File: config.mk
export PLATFORM = sky130hd
export DESIGN_NAME = spi_reg_bridge
export DESIGN_NICKNAME = d
export VERILOG_FILES = /design/src/rtl/spi_reg_bridge.sv
export SDC_FILE = /design/constraint.sdc
export NUM_CORES = 1
export LEC_CHECK = 0
export BUFFER_PORTS_ARGS = -buffer_cell sky130_fd_sc_hd__clkbuf_2
export CORE_UTILIZATION = 45
export DETAILED_ROUTE_END_ITERATION = 8
export GPL_ROUTABILITY_DRIVEN = 0
export GPL_TIMING_DRIVEN = 0
export PLACE_DENSITY_LB_ADDON = 0.3
export SYNTH_ARGS = -nofsm -noshare
export SYNTH_HDL_FRONTEND = slang
export SYNTH_SLANG_ARGS = --single-unit
File: constraint.sdc
create_clock -name clk -period 2.5 [get_ports clk]
set_input_delay 0 -clock clk [delete_from_list [all_inputs] [get_ports clk]]
set_output_delay 0 -clock clk [all_outputs]
set_load 0.05 [all_outputs]
File: src/rtl/spi_reg_bridge.sv
// SPI mode-0 slave that turns framed header/data transfers into register-bus strobes.
// Optional burst continuation (auto-incrementing address) is enabled by `define SPI_REG_BRIDGE_BURST_EN.
module spi_reg_bridge #(
  parameter int ADDR_W      = 6,
  parameter int DATA_W      = 32,
  parameter int SYNC_STAGES = 2,
  parameter int DUMMY_BITS  = 8
) (
  input  logic              clk,
  input  logic              rst,
  input  logic              ena,
  input  logic              spi_cs_n,
  input  logic              spi_clk,
  input  logic              spi_mosi,
  output logic              spi_miso,
  output logic [ADDR_W-1:0] reg_addr,
  output logic [DATA_W-1:0] reg_wdata,
  output logic [1:0]        data_write_n,
  output logic [1:0]        data_read_n,
  input  logic [DATA_W-1:0] reg_rdata,
  input  logic              data_ready,
  output logic              rd_late
);

  localparam int         HDR_BITS = 3 + ADDR_W;
  localparam int         CNT_MAX  = (DUMMY_BITS > 32) ? DUMMY_BITS : 32;
  localparam int         CNT_W    = $clog2(CNT_MAX + 1);
  localparam logic [1:0] TXN_MAX  = (DATA_W == 8) ? 2'd0 : (DATA_W == 16) ? 2'd1 : 2'd2;

  typedef enum logic [2:0] {S_IDLE, S_HDR, S_WDATA, S_RDUMMY, S_RDATA, S_DONE} state_e;

  function automatic logic [1:0] clamp_txn(input logic [1:0] raw);
    logic [1:0] t;
    t = (raw == 2'b11) ? 2'b10 : raw;
    return (t > TXN_MAX) ? TXN_MAX : t;
  endfunction

  function automatic logic [DATA_W-1:0] width_mask(input logic [1:0] txn);
    logic [DATA_W-1:0] m;
    m = '1;
    return m >> (DATA_W - (8 << txn));
  endfunction

  function automatic logic [CNT_W-1:0] word_last(input logic [1:0] txn);
    return CNT_W'((8 << txn) - 1);
  endfunction

  logic [SYNC_STAGES-1:0] cs_sync_q, sclk_sync_q, mosi_sync_q;
  logic cs_prev_q, sclk_prev_q;
  logic cs_s, sclk_s, mosi_s, sclk_rise, sclk_fall;

  state_e            state_q, state_d;
  logic [CNT_W-1:0]  cnt_q, cnt_d;
  logic [HDR_BITS-2:0] hdr_q, hdr_d;
  logic [HDR_BITS-1:0] hdr_next;
  logic [1:0]        txn_q, txn_d;
  logic [ADDR_W-1:0] addr_q, addr_d;
  logic [DATA_W-1:0] shift_q, shift_d, wdata_q, wdata_d, rcap_q, rcap_d, mask_cur;
  logic [1:0]        wr_n_q, wr_n_d, rd_n_q, rd_n_d;
  logic              wait_q, wait_d, ready_q, ready_d, miso_q, miso_d, late_q, late_d;
`ifdef SPI_REG_BRIDGE_BURST_EN
  logic              inc_q, inc_d;
`endif

  assign cs_s      = cs_sync_q[SYNC_STAGES-1];
  assign sclk_s    = sclk_sync_q[SYNC_STAGES-1];
  assign mosi_s    = mosi_sync_q[SYNC_STAGES-1];
  assign sclk_rise = sclk_s & ~sclk_prev_q;
  assign sclk_fall = ~sclk_s & sclk_prev_q;
  assign hdr_next  = {hdr_q, mosi_s};
  assign mask_cur  = width_mask(txn_q);

  always_comb begin
    // NOTE: every _d takes its held value first, so no branch can leave a latch behind.
    state_d = state_q;
    cnt_d   = cnt_q;
    hdr_d   = hdr_q;
    txn_d   = txn_q;
    addr_d  = addr_q;
    shift_d = shift_q;
    wdata_d = wdata_q;
    rcap_d  = rcap_q;
    wait_d  = wait_q;
    ready_d = ready_q;
    miso_d  = miso_q;
    wr_n_d  = 2'b11;
    rd_n_d  = 2'b11;
    late_d  = 1'b0;
`ifdef SPI_REG_BRIDGE_BURST_EN
    inc_d = 1'b0;
    if (inc_q) addr_d = addr_q + ADDR_W'(32'd1 << txn_q);
`endif

    if (wait_q && data_ready) begin
      rcap_d  = reg_rdata & mask_cur;
      ready_d = 1'b1;
      wait_d  = 1'b0;
    end

    if (!ena || (cs_s && state_q != S_IDLE)) begin
      state_d = S_IDLE;
      wait_d  = 1'b0;
      ready_d = 1'b0;
      miso_d  = 1'b0;
    end else begin
      unique case (state_q)
        S_IDLE: begin
          cnt_d  = '0;
          miso_d = 1'b0;
          if (!cs_s && cs_prev_q) state_d = S_HDR;
        end
        S_HDR: if (sclk_rise) begin
          hdr_d = hdr_next[HDR_BITS-2:0];
          cnt_d = cnt_q + 1'b1;
          if (cnt_q == CNT_W'(HDR_BITS - 1)) begin
            cnt_d  = '0;
            txn_d  = clamp_txn(hdr_next[ADDR_W+1:ADDR_W]);
            addr_d = hdr_next[ADDR_W-1:0];
            if (hdr_next[HDR_BITS-1]) begin
              state_d = S_WDATA;
            end else begin
              rd_n_d  = clamp_txn(hdr_next[ADDR_W+1:ADDR_W]);
              wait_d  = 1'b1;
              ready_d = 1'b0;
              state_d = S_RDUMMY;
            end
          end
        end
        S_WDATA: if (sclk_rise) begin
          shift_d = {shift_q[DATA_W-2:0], mosi_s};
          cnt_d   = cnt_q + 1'b1;
          if (cnt_q == word_last(txn_q)) begin
            cnt_d   = '0;
            wdata_d = shift_d & mask_cur;
            wr_n_d  = txn_q;
`ifdef SPI_REG_BRIDGE_BURST_EN
            inc_d   = 1'b1;
`else
            state_d = S_DONE;
`endif
          end
        end
        S_RDUMMY: begin
          if (sclk_rise) cnt_d = cnt_q + 1'b1;
          if (sclk_fall && cnt_q == CNT_W'(DUMMY_BITS - 1)) miso_d = ready_q;
          if (sclk_fall && cnt_q == CNT_W'(DUMMY_BITS)) begin
            // The first data bit must already be on MISO before the master's next rising edge.
            shift_d = ready_q ? (rcap_q << (DATA_W - (8 << txn_q))) : '0;
            miso_d  = shift_d[DATA_W-1];
            shift_d = shift_d << 1;
            late_d  = ~ready_q;
            wait_d  = 1'b0;
            cnt_d   = '0;
            state_d = S_RDATA;
          end
        end
        S_RDATA: begin
          if (sclk_fall) begin
            miso_d  = shift_q[DATA_W-1];
            shift_d = shift_q << 1;
          end
          if (sclk_rise) begin
            cnt_d = cnt_q + 1'b1;
            if (cnt_q == word_last(txn_q)) begin
              cnt_d  = '0;
              miso_d = 1'b0;
`ifdef SPI_REG_BRIDGE_BURST_EN
              addr_d  = addr_q + ADDR_W'(32'd1 << txn_q);
              rd_n_d  = txn_q;
              wait_d  = 1'b1;
              ready_d = 1'b0;
              state_d = S_RDUMMY;
`else
              state_d = S_DONE;
`endif
            end
          end
        end
        S_DONE:  miso_d = 1'b0;
        default: state_d = S_IDLE;
      endcase
    end
  end

  always_ff @(posedge clk) begin
    if (rst) begin
      cs_sync_q   <= '1;
      sclk_sync_q <= '0;
      mosi_sync_q <= '0;
      cs_prev_q   <= 1'b1;
      sclk_prev_q <= 1'b0;
      state_q     <= S_IDLE;
      cnt_q       <= '0;
      hdr_q       <= '0;
      txn_q       <= '0;
      addr_q      <= '0;
      shift_q     <= '0;
      wdata_q     <= '0;
      rcap_q      <= '0;
      wait_q      <= 1'b0;
      ready_q     <= 1'b0;
      miso_q      <= 1'b0;
      late_q      <= 1'b0;
      wr_n_q      <= 2'b11;
      rd_n_q      <= 2'b11;
`ifdef SPI_REG_BRIDGE_BURST_EN
      inc_q       <= 1'b0;
`endif
    end else begin
      // NOTE: non-blocking updates so every flop sees the pre-edge value of every other flop.
      cs_sync_q   <= {cs_sync_q[SYNC_STAGES-2:0], spi_cs_n};
      sclk_sync_q <= {sclk_sync_q[SYNC_STAGES-2:0], spi_clk};
      mosi_sync_q <= {mosi_sync_q[SYNC_STAGES-2:0], spi_mosi};
      cs_prev_q   <= cs_s;
      sclk_prev_q <= sclk_s;
      state_q     <= state_d;
      cnt_q       <= cnt_d;
      hdr_q       <= hdr_d;
      txn_q       <= txn_d;
      addr_q      <= addr_d;
      shift_q     <= shift_d;
      wdata_q     <= wdata_d;
      rcap_q      <= rcap_d;
      wait_q      <= wait_d;
      ready_q     <= ready_d;
      miso_q      <= miso_d;
      late_q      <= late_d;
      wr_n_q      <= wr_n_d;
      rd_n_q      <= rd_n_d;
`ifdef SPI_REG_BRIDGE_BURST_EN
      inc_q       <= inc_d;
`endif
    end
  end

  assign spi_miso     = miso_q;
  assign reg_addr     = addr_q;
  assign reg_wdata    = wdata_q;
  assign data_write_n = wr_n_q;
  assign data_read_n  = rd_n_q;
  assign rd_late      = late_q;

endmodule
==> flow_summary_export.csv <==
group,metric,value,unit
outcome,outcome,"completed",
layout,instances_no_fill,992,
global_routing,grt_start_max_net_pins,17,
clocking,clk_path_buf_depth,2,
worst_setup_path,path_depth,8,
hold_path,hold_path.class,"input pin to register",
synth,muxShareOfSynthArea,8.05,%
synth,synth_compound_area_share,22.8,%
synth,post_synth_instance_area,6240,sq um
place,portBuffers,82,
synth,synth_top_area_cell,"dfxtp_1",
sta,rsz0062_at_grt,"no",
worst_setup_path,crit_slowest_cell,"dfxtp_1",
synth,yosysMostFrequentCell,"dfxtp_1",
clocking,clock-sinks,137,
worst_setup_path,cp.buffers_inverters,3,
sta,worstMarginPinSlew,0.709,ns
clocking,cts_tree,"yes",
sta,finClkSkew,0.0117,ns
worst_setup_path,end_kind,"register",
route,drc_errors,0,
die,std_cell_rows,42,
synth,synth_top_family_by_area,"compound AO/OA/AOI/OAI gates",
synth,synth_seq_cells,137,
die,core,13400,sq um
synth,synth_simple_gate_area_share,18.8,%
synth,yosysSeqAreaShare,44.0,%
synth,avgSynthCellArea,9.36,sq um
worst_setup_path,cp.arrival,2.74,ns
synth,synth_cell_types,59,
pwr,cellLeakagePower,0.00281,uW
synth,synth_adder_area_share,1.40,%
worst_setup_path,worstRegToRegCells,8,
route,wl,16500,microns
pwr,power,5280,uW
worst_setup_path,r2r_slack,0.10,ns
synth,yosys-top-cells-count,"137 x dfxtp_1, 58 x nor2_1, 56 x nand2_1",
worst_setup_path,worstPathRequired,2.84,ns
hold_path,hp-start,"ena",
sta,setup_tns,0,ns
worst_setup_path,crit_type,"register to register",
job,drv_cap,0,
clocking,htree_levels,4,
worst_setup_path,critPathMaxStageDelay,0.37,ns
route,vias,5544,
synth,async_flop_share,0,%
sta,maxSlewHeadroom,52.8,%
sta,min_period_over_period,96.0,%
die,die_w,120,microns
pwr,irDropWorstVdd,0.429,mV
die,io_pins,83,
route,antenna_left,0,
route,drtPass1Iterations,5,
worst_setup_path,r2r_end,"shift_q[29]",
worst_setup_path,critical_path_peak_fanout,10,
sta,max_freq,0.417,GHz
place,dp_hpwl,11900,microns
die,die_h,120,microns
worst_setup_path,startpoint,"txn_q[1]",
clocking,clock_latency,0.43,ns
route,post_drt_wl_per_cell,16.7,microns
synth,synth_edf_count,0,
sta,finalMaxSlewViolations,0,
clocking,numCtsBuffers,17,
global_routing,grt_remaining_overflow,0,
layout,fin_util,59.3,%
layout,final_layout_size_suffix_gt1_share,23.9,%
synth,ys.flop_type,"dfxtp_1",
die,start_util,46.5,%
global_routing,grt_pass1_vias,5179,
synth,syn_nets,712,
layout,regArea,2740,sq um
synth,synth_cells,666,
worst_setup_path,critical-path-top-delay-family,"compound AO/OA/AOI/OAI gates",
global_routing,antenna_found_initial,0,
layout,nNetsFinal,851,
die,dieArea,14300,sq um
synth,yosys.area.top_type_share,44.0,%
layout,syn_to_final_growth,27.5,%
worst_setup_path,cp-start-kind,"register",
synth,yosys_warnings,0,
layout,n_fill_cell,1169,
global_routing,grt_pass1_wl,26600,microns
synth,synth_xor_area_share,0.562,%
clocking,path_clk_slew,0.06,ns
worst_setup_path,endpoint,"shift_q[29]",
layout,n_antenna_cell,0,
global_routing,grt_usage,23.8,%
worst_setup_path,r2r-start,"txn_q[1]",
route,avgViaCountPerCell,5.59,
layout,multi_input_area,3240,sq um
clocking,cts_root_buf,"clkbuf_16",
route,drtIter0Drc,363,
sta,min_period,2.40,ns
worst_setup_path,worstPathCellList,"inv_1 > ha_2 > buf_2 > buf_2 > mux2i_1 > o21ai_0 > a22oi_1 > a211oi_2",
sta,final-setup-viol-count,0,
synth,synth.area.top_cells,"dfxtp_1 44%, a211oi_2 5.8%, mux2i_1 5.0%",
pwr,power.density,665,nW/um^2
sta,hold_viol_final,0,
worst_setup_path,crit_top_cell,"buf_2",
place,dpl.cell_count,924,
-- logic make-up (layout without fill, tap and decap cells) --
group           count (synthesis)  after routing
compound gates                180            180
xor+xnor                        4              4
fa+ha+maj                       7              7
buf+inv                        61            211
flops                         137            137
mux                            47             47
simple gates                  230            230
-- power breakdown --
group          internal [uW]  switching [uW]  leakage [uW]
Sequential              2190            5.14       0.00110
Clock                   1980             935      0.000324
Combinational           80.3            87.7       0.00138
Total                   4260            1030       0.00281
-- registers in the layout, indices dropped and copies added (netlist names) --
signal        count
mosi_sync_q       2
shift_q          32
sclk_prev_q       1
data_write_n      2
ready_q           1
data_read_n       2
cs_prev_q         1
reg_addr          6
txn_q             2
rd_late           1
reg_wdata        32
cnt_q             6
hdr_q             8
sclk_sync_q       2
rcap_q           32
cs_sync_q         2
state_q           3
wait_q            1
spi_miso          1
-- layer usage --
layer  share of wire (%)  GRT usage [%]  wire [microns]  vias to the layer above
li1                    -              -               -                     2694
met1                  47           32.9            7710                     2638
met2                  46           36.6            7520                      187
met3                 6.1           4.71            1010                       25
met4                 1.7           8.91             282                        0
met5                   0              0               0                        -
-- per-stage QoR --
stage          setup slack, ns  hold WS [ns]  area [sq um]
2_1_floorplan            0.450         0.104          6240
3_3_place_gp            0.0583         0.186          6870
3_5_place_dp           -0.0485         0.191          6870
4_1_cts                0.00763        0.0833          7910
5_1_grt                0.00494         0.118          7950
6_report                 0.101        0.0939          7950
-- worst min-delay path, stage by stage --
cell,delay (ns)
clkbuf_2,0.11
o21ai_0,0.14
o41ai_1,0.11
a21oi_1,0.13
-- final cells by class --
cell class | instances | share of cell area [%]
clock buffers | 18 | 5.52
well taps | 176 | 2.77
repair buffers | 121 | 9.98
flip-flops and latches | 137 | 34.5
multi-input cells | 468 | 40.7
inverters | 10 | 0.472
clock inverters | 12 | 3.10
plain buffers | 50 | 2.94
-- layout by cell type, fill, tap and decap left out, types with 3 or more instances in the layout --
master,n
clkinvlp_4,3
a22o_1,33
mux2_2,15
nor2b_1,18
nor3b_1,4
inv_1,10
bufinv_16,7
or3_1,7
nand3b_1,11
mux2i_1,31
clkbuf_1,33
nor4_1,3
nor2_1,58
buf_2,6
dfxtp_1,137
nand3_1,30
nand2_1,56
nor3_1,5
buf_1,3
clkbuf_2,83
nand2b_1,11
nand4b_1,3
buf_6,3
a211oi_2,29
a211oi_1,7
and2_1,3
a21oi_1,39
or2_2,6
a22oi_1,31
dlygate4sd3_1,36
ha_1,6
clkbuf_16,17
buf_4,7
o21ai_0,20
-- how the worst min path moves through the flow --
stage                   end  slack (ns)  cells after the start
2_1_floorplan  cs_sync_q[0]        0.10                      1
3_3_place_gp   cs_sync_q[0]        0.19                      2
3_5_place_dp   cs_sync_q[0]        0.19                      2
4_1_cts            cnt_q[2]        0.08                      4
5_1_grt        reg_wdata[1]        0.12                      3
6_report           cnt_q[2]        0.09                      4
-- repair_timing --
item,4_1_cts,5_1_grt
endpoints found under the hold margin,36,0
buffers inserted,0,3
pin swaps,0,1
hold buffers,36,0
gates resized for setup,0,7
cloned,0,0
setup endpoints to repair,6,37
Power figures use the tool's default switching activity.
